File: src/rtl/mips_intc_pkg.sv
// mips_intc_pkg: register offsets, FSM encoding, CAUSE layout and priority helper for mips_intc.
package mips_intc_pkg;
    localparam logic [1:0] INTC_PENDING = 2'd0;
    localparam logic [1:0] INTC_MASK    = 2'd1;
    localparam logic [1:0] INTC_CAUSE   = 2'd2;
    localparam logic [1:0] INTC_SWSET   = 2'd3;
    localparam int CAUSE_VALID = 31;
    localparam int CAUSE_ID_W  = 5;
    typedef enum logic [1:0] {
        INTC_IDLE    = 2'd0,
        INTC_REQ     = 2'd1,
        INTC_SERVICE = 2'd2
    } intc_state_e;
    function automatic logic [CAUSE_ID_W-1:0] lowest_id(input logic [31:0] v);
        lowest_id = '0;
        for (int i = 31; i >= 0; i--)
            if (v[i]) lowest_id = i[CAUSE_ID_W-1:0];
    endfunction
endpackage

File: src/rtl/mips_intc_sync.sv
// intc_sync: W-bit two-flop synchronizer with synchronous active-low reset.
module intc_sync #(
    parameter int W = 1
) (
    input  logic         clk,
    input  logic         rst,
    input  logic [W-1:0] d_i,
    output logic [W-1:0] q_o
);
    logic [W-1:0] meta_q;
    always_ff @(posedge clk) begin
        if (!rst) begin
            meta_q <= '0;
            q_o    <= '0;
        end else begin
            meta_q <= d_i;
            q_o    <= meta_q;
        end
    end
endmodule

File: src/rtl/mips_intc.sv
// mips_intc: edge-triggered interrupt controller feeding the MIPS core interrupt input.
// Define INTC_SYNC_EN to put a 2-flop synchronizer in front of the edge detector.
module mips_intc
    import mips_intc_pkg::*;
#(
    parameter int          IRQ_NUM  = 8,
    parameter logic [31:0] MASK_RST = 32'h0
) (
    input  logic               clk,
    input  logic               rst,
    input  logic [IRQ_NUM-1:0] irq_in,
    input  logic               ir,
    output logic               interrupt,
    input  logic               reg_ren,
    input  logic               reg_wen,
    input  logic [1:0]         reg_addr,
    input  logic [31:0]        reg_din,
    output logic [31:0]        reg_dout
);
    logic [IRQ_NUM-1:0]    s, s_d_q, edg, pend_q, pend_d, mask_q, active, set, clr;
    logic [CAUSE_ID_W-1:0] cause_id_q, win;
    logic [31:0]           rdata;
    logic [1:0]            arm_q;
    logic                  armed, ir_q, ir_rise, ir_fall, ack, cause_valid_q, unused_din;
    intc_state_e           state_q;

`ifdef INTC_SYNC_EN
    localparam logic [1:0] ARM_N = 2'd3;
    intc_sync #(.W(IRQ_NUM)) u_sync (.clk(clk), .rst(rst), .d_i(irq_in), .q_o(s));
`else
    localparam logic [1:0] ARM_N = 2'd1;
    assign s = irq_in;
`endif

    // Edges are ignored until the input pipeline has refilled after reset, so a level held through reset is not an event.
    assign armed      = arm_q == ARM_N;
    assign edg        = armed ? s & ~s_d_q : '0;
    assign active     = pend_q & mask_q;
    assign ir_rise    = ir & ~ir_q;
    assign ir_fall    = ~ir & ir_q;
    assign win        = lowest_id(32'(active));
    assign ack        = state_q == INTC_REQ && ir_rise && |active;
    assign unused_din = ^reg_din[31:IRQ_NUM];

    always_comb begin
        set    = edg | (reg_wen && reg_addr == INTC_SWSET ? reg_din[IRQ_NUM-1:0] : '0);
        clr    = (reg_wen && reg_addr == INTC_PENDING ? reg_din[IRQ_NUM-1:0] : '0) | (ack ? IRQ_NUM'(1) << win : '0);
        pend_d = (pend_q & ~clr) | set;
        rdata  = reg_addr == INTC_PENDING ? 32'(pend_q) :
                 reg_addr == INTC_MASK    ? 32'(mask_q) :
                 reg_addr == INTC_CAUSE   ? 32'(cause_id_q) | (32'(cause_valid_q) << CAUSE_VALID) : '0;
    end

    always_ff @(posedge clk) begin
        if (!rst) begin
            s_d_q    <= '0;
            arm_q    <= '0;
            ir_q     <= 1'b0;
            pend_q   <= '0;
            mask_q   <= MASK_RST[IRQ_NUM-1:0];
            reg_dout <= '0;
        end else begin
            s_d_q  <= s;
            arm_q  <= armed ? arm_q : arm_q + 2'd1;
            ir_q   <= ir;
            pend_q <= pend_d;
            if (reg_wen && reg_addr == INTC_MASK) mask_q <= reg_din[IRQ_NUM-1:0];
            if (reg_ren) reg_dout <= rdata;
        end
    end

    // interrupt is loaded with the same decision as the next state, so it is high exactly in REQ.
    always_ff @(posedge clk) begin
        if (!rst) begin
            state_q       <= INTC_IDLE;
            interrupt     <= 1'b0;
            cause_valid_q <= 1'b0;
            cause_id_q    <= '0;
        end else begin
            case (state_q)
                INTC_IDLE: if (|active) begin
                    state_q   <= INTC_REQ;
                    interrupt <= 1'b1;
                end
                INTC_REQ: if (ack) begin
                    state_q       <= INTC_SERVICE;
                    interrupt     <= 1'b0;
                    cause_valid_q <= 1'b1;
                    cause_id_q    <= win;
                end else if (!(|active)) begin
                    state_q   <= INTC_IDLE;
                    interrupt <= 1'b0;
                end
                INTC_SERVICE: if (ir_fall) begin
                    state_q       <= INTC_IDLE;
                    cause_valid_q <= 1'b0;
                end
                default: begin
                    state_q   <= INTC_IDLE;
                    interrupt <= 1'b0;
                end
            endcase
        end
    end
endmodule

File: config.mk
export PLATFORM = sky130hd
export DESIGN_NAME = mips_intc
export DESIGN_NICKNAME = d
export VERILOG_FILES = /design/src/rtl/mips_intc_pkg.sv /design/src/rtl/mips_intc_sync.sv /design/src/rtl/mips_intc.sv
export SDC_FILE = /design/constraint.sdc
export NUM_CORES = 1
export LEC_CHECK = 0
export CAP_MARGIN = 10
export CORE_ASPECT_RATIO = 0.75
export CORE_MARGIN = 4
export CORE_UTILIZATION = 25
export CTS_BUF_LIST = sky130_fd_sc_hd__clkbuf_8
export CTS_CLUSTER_DIAMETER = 150
export DETAILED_ROUTE_END_ITERATION = 8
export GPL_TIMING_DRIVEN = 0
export PLACE_DENSITY = 0.63
export REMOVE_ABC_BUFFERS = 1
export SLEW_MARGIN = 5
export SYNTH_ARGS = -nofsm -noshare
export SYNTH_HDL_FRONTEND = slang
export SYNTH_SLANG_ARGS = --single-unit
File: constraint.sdc
create_clock -name clk -period 1.45 [get_ports clk]
set_input_delay 0.29 -clock clk [delete_from_list [all_inputs] [get_ports clk]]
set_output_delay 0.29 -clock clk [all_outputs]
set_load 0.05 [all_outputs]
==> results of run 1 <==
==> layout make-up <==
class                      count  area share
multi-input combinational    188       0.428
timing repair inverter         1     0.00275
inverter                      12      0.0179
sequential                    43       0.323
clock inverter                 1     0.00137
tap                          105      0.0481
timing repair buffer          44       0.144
clock buffer                   7      0.0353
==> what timing repair did <==
action,4_1_cts,5_1_grt
endpoints found under the setup margin,44,24
pin swaps,1,5
setup buffers,5,6
resized for setup,48,28
gates cloned,1,0
==> registers in the layout (all words and copies together) (netlist names) <==
signal,flops
interrupt,1
pend_q,8
arm_q,2
ir_q,1
state_q,2
reg_dout,9
cause_id_q,3
s_d_q,8
cause_valid_q,1
mask_q,8
==> path summary, 6_finish.rpt <==
path / to / from / slack, ns
setup / recovery: pend_q[6]$_SDFF_PN0_ / ir_q$_SDFF_PN0_ / -0.19
hold reg to reg: reg_dout[31]$_SDFFE_PN0P_ / reg_dout[31]$_SDFFE_PN0P_ / 0.48
hold / removal: ir_q$_SDFF_PN0_ / ir / 0.39
setup reg to reg: pend_q[6]$_SDFF_PN0_ / ir_q$_SDFF_PN0_ / -0.19
==> power breakdown <==
part           total (µW)  leakage (µW)  internal (µW)  switching, µW
combinational         725      0.000643            267            458
sequential           1380      0.000357           1290           99.2
clock                 861     0.0000557            429            432
total                2970       0.00106           1980            989
==> worst max-delay path, cell delays in order (launching register included) <==
cell	delay, ns
dfxtp_4	0.36
nor4bb_4	0.32
buf_4	0.18
nand2_4	0.05
or3_1	0.31
o311a_1	0.29
==> through the flow <==
step                       util  TNS, ns
after detailed placement  0.303   -29.54
after floorplan               -    -2.36
after global routing      0.337    -1.11
final                     0.337   -0.577
after global placement    0.303   -31.41
after CTS                 0.329   -0.342
==> layout by cell type, fill, tap and decap left out, drive strengths merged, types with 3 or more instances in the layout <==
| cell type | instances |
|---|---|
| and2 | 10 |
| nand3 | 12 |
| clkbuf | 15 |
| a32oi | 6 |
| inv | 12 |
| a211oi | 4 |
| nor2 | 24 |
| clkdlybuf4s50 | 17 |
| clkdlybuf4s15 | 6 |
| a32o | 4 |
| conb | 23 |
| buf | 12 |
| nand2 | 26 |
| dfxtp | 43 |
| a22oi | 5 |
| nand2b | 3 |
| mux2i | 8 |
| a21oi | 30 |
| nor3 | 3 |
==> layer usage <==
metal / track usage / vias up
li1: - / 933
met1: 0.160 / 908
met2: 0.182 / 60
met5: 0 / -
met3: 0.0269 / 4
met4: 0.0277 / 0
==> cell families after synthesis <==
logic type / after synthesis
xor gates and xnor gates: 1
DFF: 43
buffers and inverters: 47
other: 1
muxes: 8
and+or+nand+nor: 91
adders and majority gates: 1
AOI/OAI and AO/OA: 64
==> results list, run 1 <==
- Post-detailed-routing wire length: 5.81 mm
* Worst hold path depth: 2
- TritonCTS built the clock tree.
- Area of placed instances: 0.00245 mm²
- Leakage: 0.00106 µW
- Violated checks: setup timing
- Dividing the synthesized area by the synthesized cell count gives 8.36 µm².
- Final Net Count: 343
- The die is 115 µm wide.
- Worst supply voltage drop on vdd: 0.466 mV
- CP arrival: 1.83 ns
- Overall fraction of global-route tracks in use: 0.115
* Max cap viols: 0
- Share of synthesized cell area in full adder, half adder and majority cells: 0.00585
- Static timing analysis puts the maximum clock frequency at 612 MHz.
- Hold/Removal Path Class: in -> reg
* Remaining Overflow, GRT: 0
- Final period demand of the worst path: 1.64 ns
* Pre-Repair DR Iteration Count: 4
- Ys Warns: 0
- Sorting the synthesized cells by area gives the leading types as dfxtp_1 40%, buf_4 8.4%, a21oi_1 7.0%.
* R2R depth: 5
- Count of input and output buffers: 32
- Half-perimeter wire length of the detailed placement result: 4.02 mm
- Synthesis instantiated 45 different standard cells from the library.
- Of the total synthesized cell area, the portion taken by AND, OR, NAND and NOR gates is 0.213.
- After detailed routing, the number of vias per cell comes to 4.75.
- Clock insertion delay at the later pin of the skew report: 0.30 ns
* Routed length on met3: 384 µm
* Antenna cell count: 0
- The worst setup path is launched from a flip-flop.
* H-tree Lvls: 2
- WL met1: 2.84 mm
- Of the synthesized area, sequential elements account for 0.402.
- EDFF count, synth: 0
- The initial utilization of the core area, before any placement, comes to 0.264.
- I/O pin count: 80
* Maximum number of pins on one net before global-route repair: 19
- Clk root buf: clkbuf_8
- Deepest clock path buffer count: 2
* Leading post-synthesis cells by instance count: 43 x dfxtp_1, 30 x a21oi_1, 25 x nand2_1, 24 x buf_4, 24 x nor2_1
* Synth Area in XOR/XNOR: 0.00409
- The synthesized netlist occupies a cell area of 0.00214 mm².
- Unrepaired setup endpoints after global routing: yes
- In the finished design, the share of the clock period the worst path needs comes to 1.13.
- Hold repair after CTS inserted 0 buffers.
- Asr flop ratio synth: 0
* Number of antenna violations at the first check in global routing: 0
- Post-detailed-route wirelength per cell: 14.5 µm
- Clock skew on the completed layout was measured at 0.00918 ns.
- The critical path is of the reg -> reg type.
- For this run, the leading register cell type out of synthesis is dfxtp_1.
- Final Cell Area: 0.00273 mm²
- The floorplan step defined a core boundary enclosing 0.00809 mm².
- Area Overhead vs Synth: 27.6%
- Final-report max-slew violation count: 0
* Detail Route met2 WL: 2.53 mm
* Sum of internal, switching and leakage power: 2970 µW
* Detailed-route via count: 1905
* Final cell count without fillers: 401
* Share of post-route cells with drive strength above 1: 0.196
- The number of clock buffers added by TritonCTS is 5.
- For this design the ratio of total power to cell area is 1090 mW/mm².
- Vias in the first global route: 1873
* Number of placed cells counting well taps: 381
- Data on the critical path is required at its endpoint by 1.65 ns.
* Floorplan die height: 88.1 µm
* Kind of end point of the critical path: flip-flop
- Highest metal used: met4
- Clock tree sinks: 43
* Routability-driven placement congestion ratio: 0.888
* Final-layout worst hold slack: 0.395 ns
* Critical path fanouts, max: 2
- For this block, the initial DRC count from the detailed router was 126.
- Mux share of post-synthesis cell area: 0.0374
- dfxtp_1 is the most common cell in the netlist.
* Site Rows: 28
* Fillers: 838
- Register bit count reported by yosys: 43
- After synthesis, the largest family of logic cells by area is simple AND/OR/NAND/NOR gates.
- Top cell type's share of synthesized area: 0.402
- For this run, design rule violations remaining after detail routing come to 0.
- Count of final setup violators: 5
* Gate count of the mapped netlist: 256
- The flow ran to the end, but the final reports show violations.
- Setup slack after layout: -0.185 ns
- Hold violation count in the final report: 0
- In the final layout, the multi-input gates occupy 0.00117 mm².
* Clock slew at reported path FFs: 0.09 ns
- Top cell type by total area after synthesis: dfxtp_1
- Registers take 882 µm².
* Global-route wire length before repair: 9.20 mm
- Before CTS, the worst setup slack after placement is -1.33 ns.
* Final ANT Viol Nets: 0
- The complex-gate fraction of the synthesized area came to 0.209.
- Area of the die: 0.0101 mm²
Note: power is estimated with default switching activity, not from simulation.
==> run 2, diff against run 1 <==
SLEW_MARGIN = default   (was 5)
==> results of run 2 <==
Final layout, timing and power as in run 1 (identical DEF).
==> run 3, diff against run 2 <==
CAP_MARGIN = default   (was 10)
==> results list, run 3 (synthesized netlist as in run 1, its figures left out) <==
* Result of the run: finished, violations left
- Violated checks: setup timing
* Sum of internal, switching and leakage power: 2830 µW (-4.8%)
- Number of flip-flops under the largest register name: 9 (unchanged)
- Most frequent cells in the layout: 36 x dfxtp_1, 30 x a21oi_1, 25 x nand2_1, 24 x nor2_1, 23 x conb_1
- CTS tree: done
- Post-detailed-routing wire length: 5.76 mm (-0.76%)
- The post-detailed-placement cell area is 0.00245 mm² (-0.20%).
- Site Rows: 28 (unchanged)
- The count of antenna-violating nets left after detailed routing is 0 (unchanged).
- Share of post-route cells with drive strength above 1: 0.164 (-0.0316)
- The maximum number of pins on one net before global-route repair was 19 (unchanged).
* Pre-Repair DR Iteration Count: 4 (unchanged)
- The number of global-route vias before repair came to 1794 (-4.2%).
- Leaving out fill and tap cells, the most frequent cell in the layout is dfxtp_1.
- The total DRC errors in the routed layout came to 0 (unchanged).
* Worst Path Required: 1.63 ns (-0.02 ns)
* Number of placed cells counting well taps: 380 (-0.26%)
- Critical path fanouts, max: 4 (+2)
- Remaining Overflow, GRT: 0 (unchanged)
- Max cap viols: 0 (unchanged)
- Clock slew at reported path FFs: 0.08 ns (about the same)
* Worst hold path depth: 3 (+1)
- Starting density of the core: 0.264 (unchanged)
- Area Overhead vs Synth: 24.2%
* Final worst-path cycle share: 1.09 (-0.0364)
* Die Wd: 115 µm (unchanged)
* Setup skew after layout: 0.00271 ns (-0.00647 ns)
* Clk root buf: clkbuf_8
* Number of buffers inserted during clock tree synthesis: 5 (unchanged)
- Maximum clock frequency: 632 MHz (+3.3%)
- Floorplan die height: 88.1 µm (unchanged)
* Reg with most FFs: reg_dout
- Worst supply voltage drop on vdd: 0.395 mV (-15%)
- Detailed-route via count: 1874 (-1.6%)
- I/O pin count: 80 (unchanged)
- The final weighted congestion in routability-driven placement is 0.888 (unchanged).
- Hold violation count in the final report: 0 (unchanged)
- Final-layout worst hold slack: 0.409 ns (+0.0144 ns)
* Clock tree sinks: 43 (unchanged)
* DR iter-0 viols: 130 (+3.2%)
- Number of antenna violations at the first check in global routing: 0 (unchanged)
- Total power per unit cell area: 1060 mW/mm² (-2.2%)
* Clock insertion delay at the later pin of the skew report: 0.29 ns (about the same)
- The number of H-tree levels came to 2 (unchanged).
- The global-route wire length before repair is 8.94 mm (-2.8%).
- The final number of setup-violating endpoints is 2 (-3).
* Area of the die: 0.0101 mm² (unchanged)
* Setup slack after layout: -0.132 ns (+0.0528 ns)
* Antenna cell count: 0 (unchanged)
* Start-to-end type of the worst setup path: reg -> reg
- The sum of net half-perimeters after detailed placement is 4.01 mm (-0.21%).
* R2R depth: 4 (-1)
* Count of input and output buffers: 32 (unchanged)
- The maximum clock insertion buffer count came to 2 (unchanged).
- The wire length per cell after detailed routing is 14.5 µm (+0.24%).
- Setup crit start kind: flip-flop
- The number of standard cells in the final layout excluding fillers came to 397 (-1.0%).
- The count of final max-slew check failures came to 0 (unchanged).
- Via density per instance: 4.72 (-0.64%)
- The reported leakage power is 0.00102 µW (-3.6%).
* Hold-fix buffer count after cts: 0 (unchanged)
- STA classifies the critical path endpoint as a flip-flop.
- Final Cell Area: 0.00266 mm² (-2.7%)
- The minimum clock period after layout was 1.58 ns (-0.0528 ns).
- Setup repair after global routing could not meet its margin everywhere.
* Overall fraction of global-route tracks in use: 0.111 (-0.00377)
- The data arrival time of the critical path was 1.76 ns (-0.07 ns).
- The number of nets in the finished design was 341 (-0.58%).
* Hold/Removal Path Class: in -> reg
* Core Region: 0.00809 mm² (unchanged)
-- run 3: cell count changes in the layout (fill, tap and decap cells not counted), moves of 2 or more --
| cell | delta |
|---|---|
| clkdlybuf4s15_2 | -2 |
| clkdlybuf4s15_1 | +2 |
| dfxtp_4 | -3 |
| dfxtp_1 | +2 |
| clkbuf_8 | -2 |
-- run 3: metal layers --
metal / wire length (µm) / vias to the layer above / share of wire / global-route usage
li1: - / 931 / - / -
met1: 2810 / 875 / 0.49 / 0.159
met2: 2530 / 63 / 0.44 / 0.173
met3: 388 / 5 / 0.067 / 0.0256
met4: 35 / 0 / 0.0061 / 0.0224
met5: 0 / - / 0 / 0
-- run 3: stage by stage --
stage	utilization	TNS [ns]	setup WS (ns)
CTS	0.320	-0.146	-0.146
detailed placement	0.303	-31.79	-1.36
global placement	0.303	-31.41	-1.35
finish	0.328	-0.203	-0.132
floorplan	-	-2.36	-0.516
global route	0.328	-0.626	-0.189
-- run 3: worst max-delay path: stages (launching register included) --
cell	delay, ns
dfxtp_2	0.35
nor4bb_4	0.40
nand2_4	0.10
or3_1	0.33
o311a_1	0.30
-- run 3: cell type report --
cell class / instances / area [µm²]
fill: 855 / 5440
multi-input combinational: 188 / 1160
sequential: 43 / 872
timing repair buffer: 42 / 359
tap: 105 / 131
clock buffer: 5 / 68.8
inverter: 12 / 48.8
timing repair inverter: 1 / 7.51
clock inverter: 1 / 3.75
-- run 3: power breakdown --
| group | switching, µW | internal [µW] |
|---|---|---|
| logic | 456 | 283 |
| registers | 106 | 1280 |
| clock network | 384 | 314 |
| total | 946 | 1880 |
-- run 3: final timing paths --
path	start	end	slack, ns
worst max register to register	ir_q$_SDFF_PN0_	pend_q[6]$_SDFF_PN0_	-0.13
worst min-delay path	reg_wen	mask_q[0]$_SDFFE_PN0P_	0.41
worst min register to register	reg_dout[31]$_SDFFE_PN0P_	reg_dout[31]$_SDFFE_PN0P_	0.48
worst max-delay path	ir_q$_SDFF_PN0_	pend_q[6]$_SDFF_PN0_	-0.13
-- run 3: timing repair --
item / in CTS / in global routing
endpoints found under the setup margin: 44 / 26
pin swaps: 1 / 7
resized for setup: 47 / 18
setup buffers: 1 / 9
gates cloned: 1 / 0
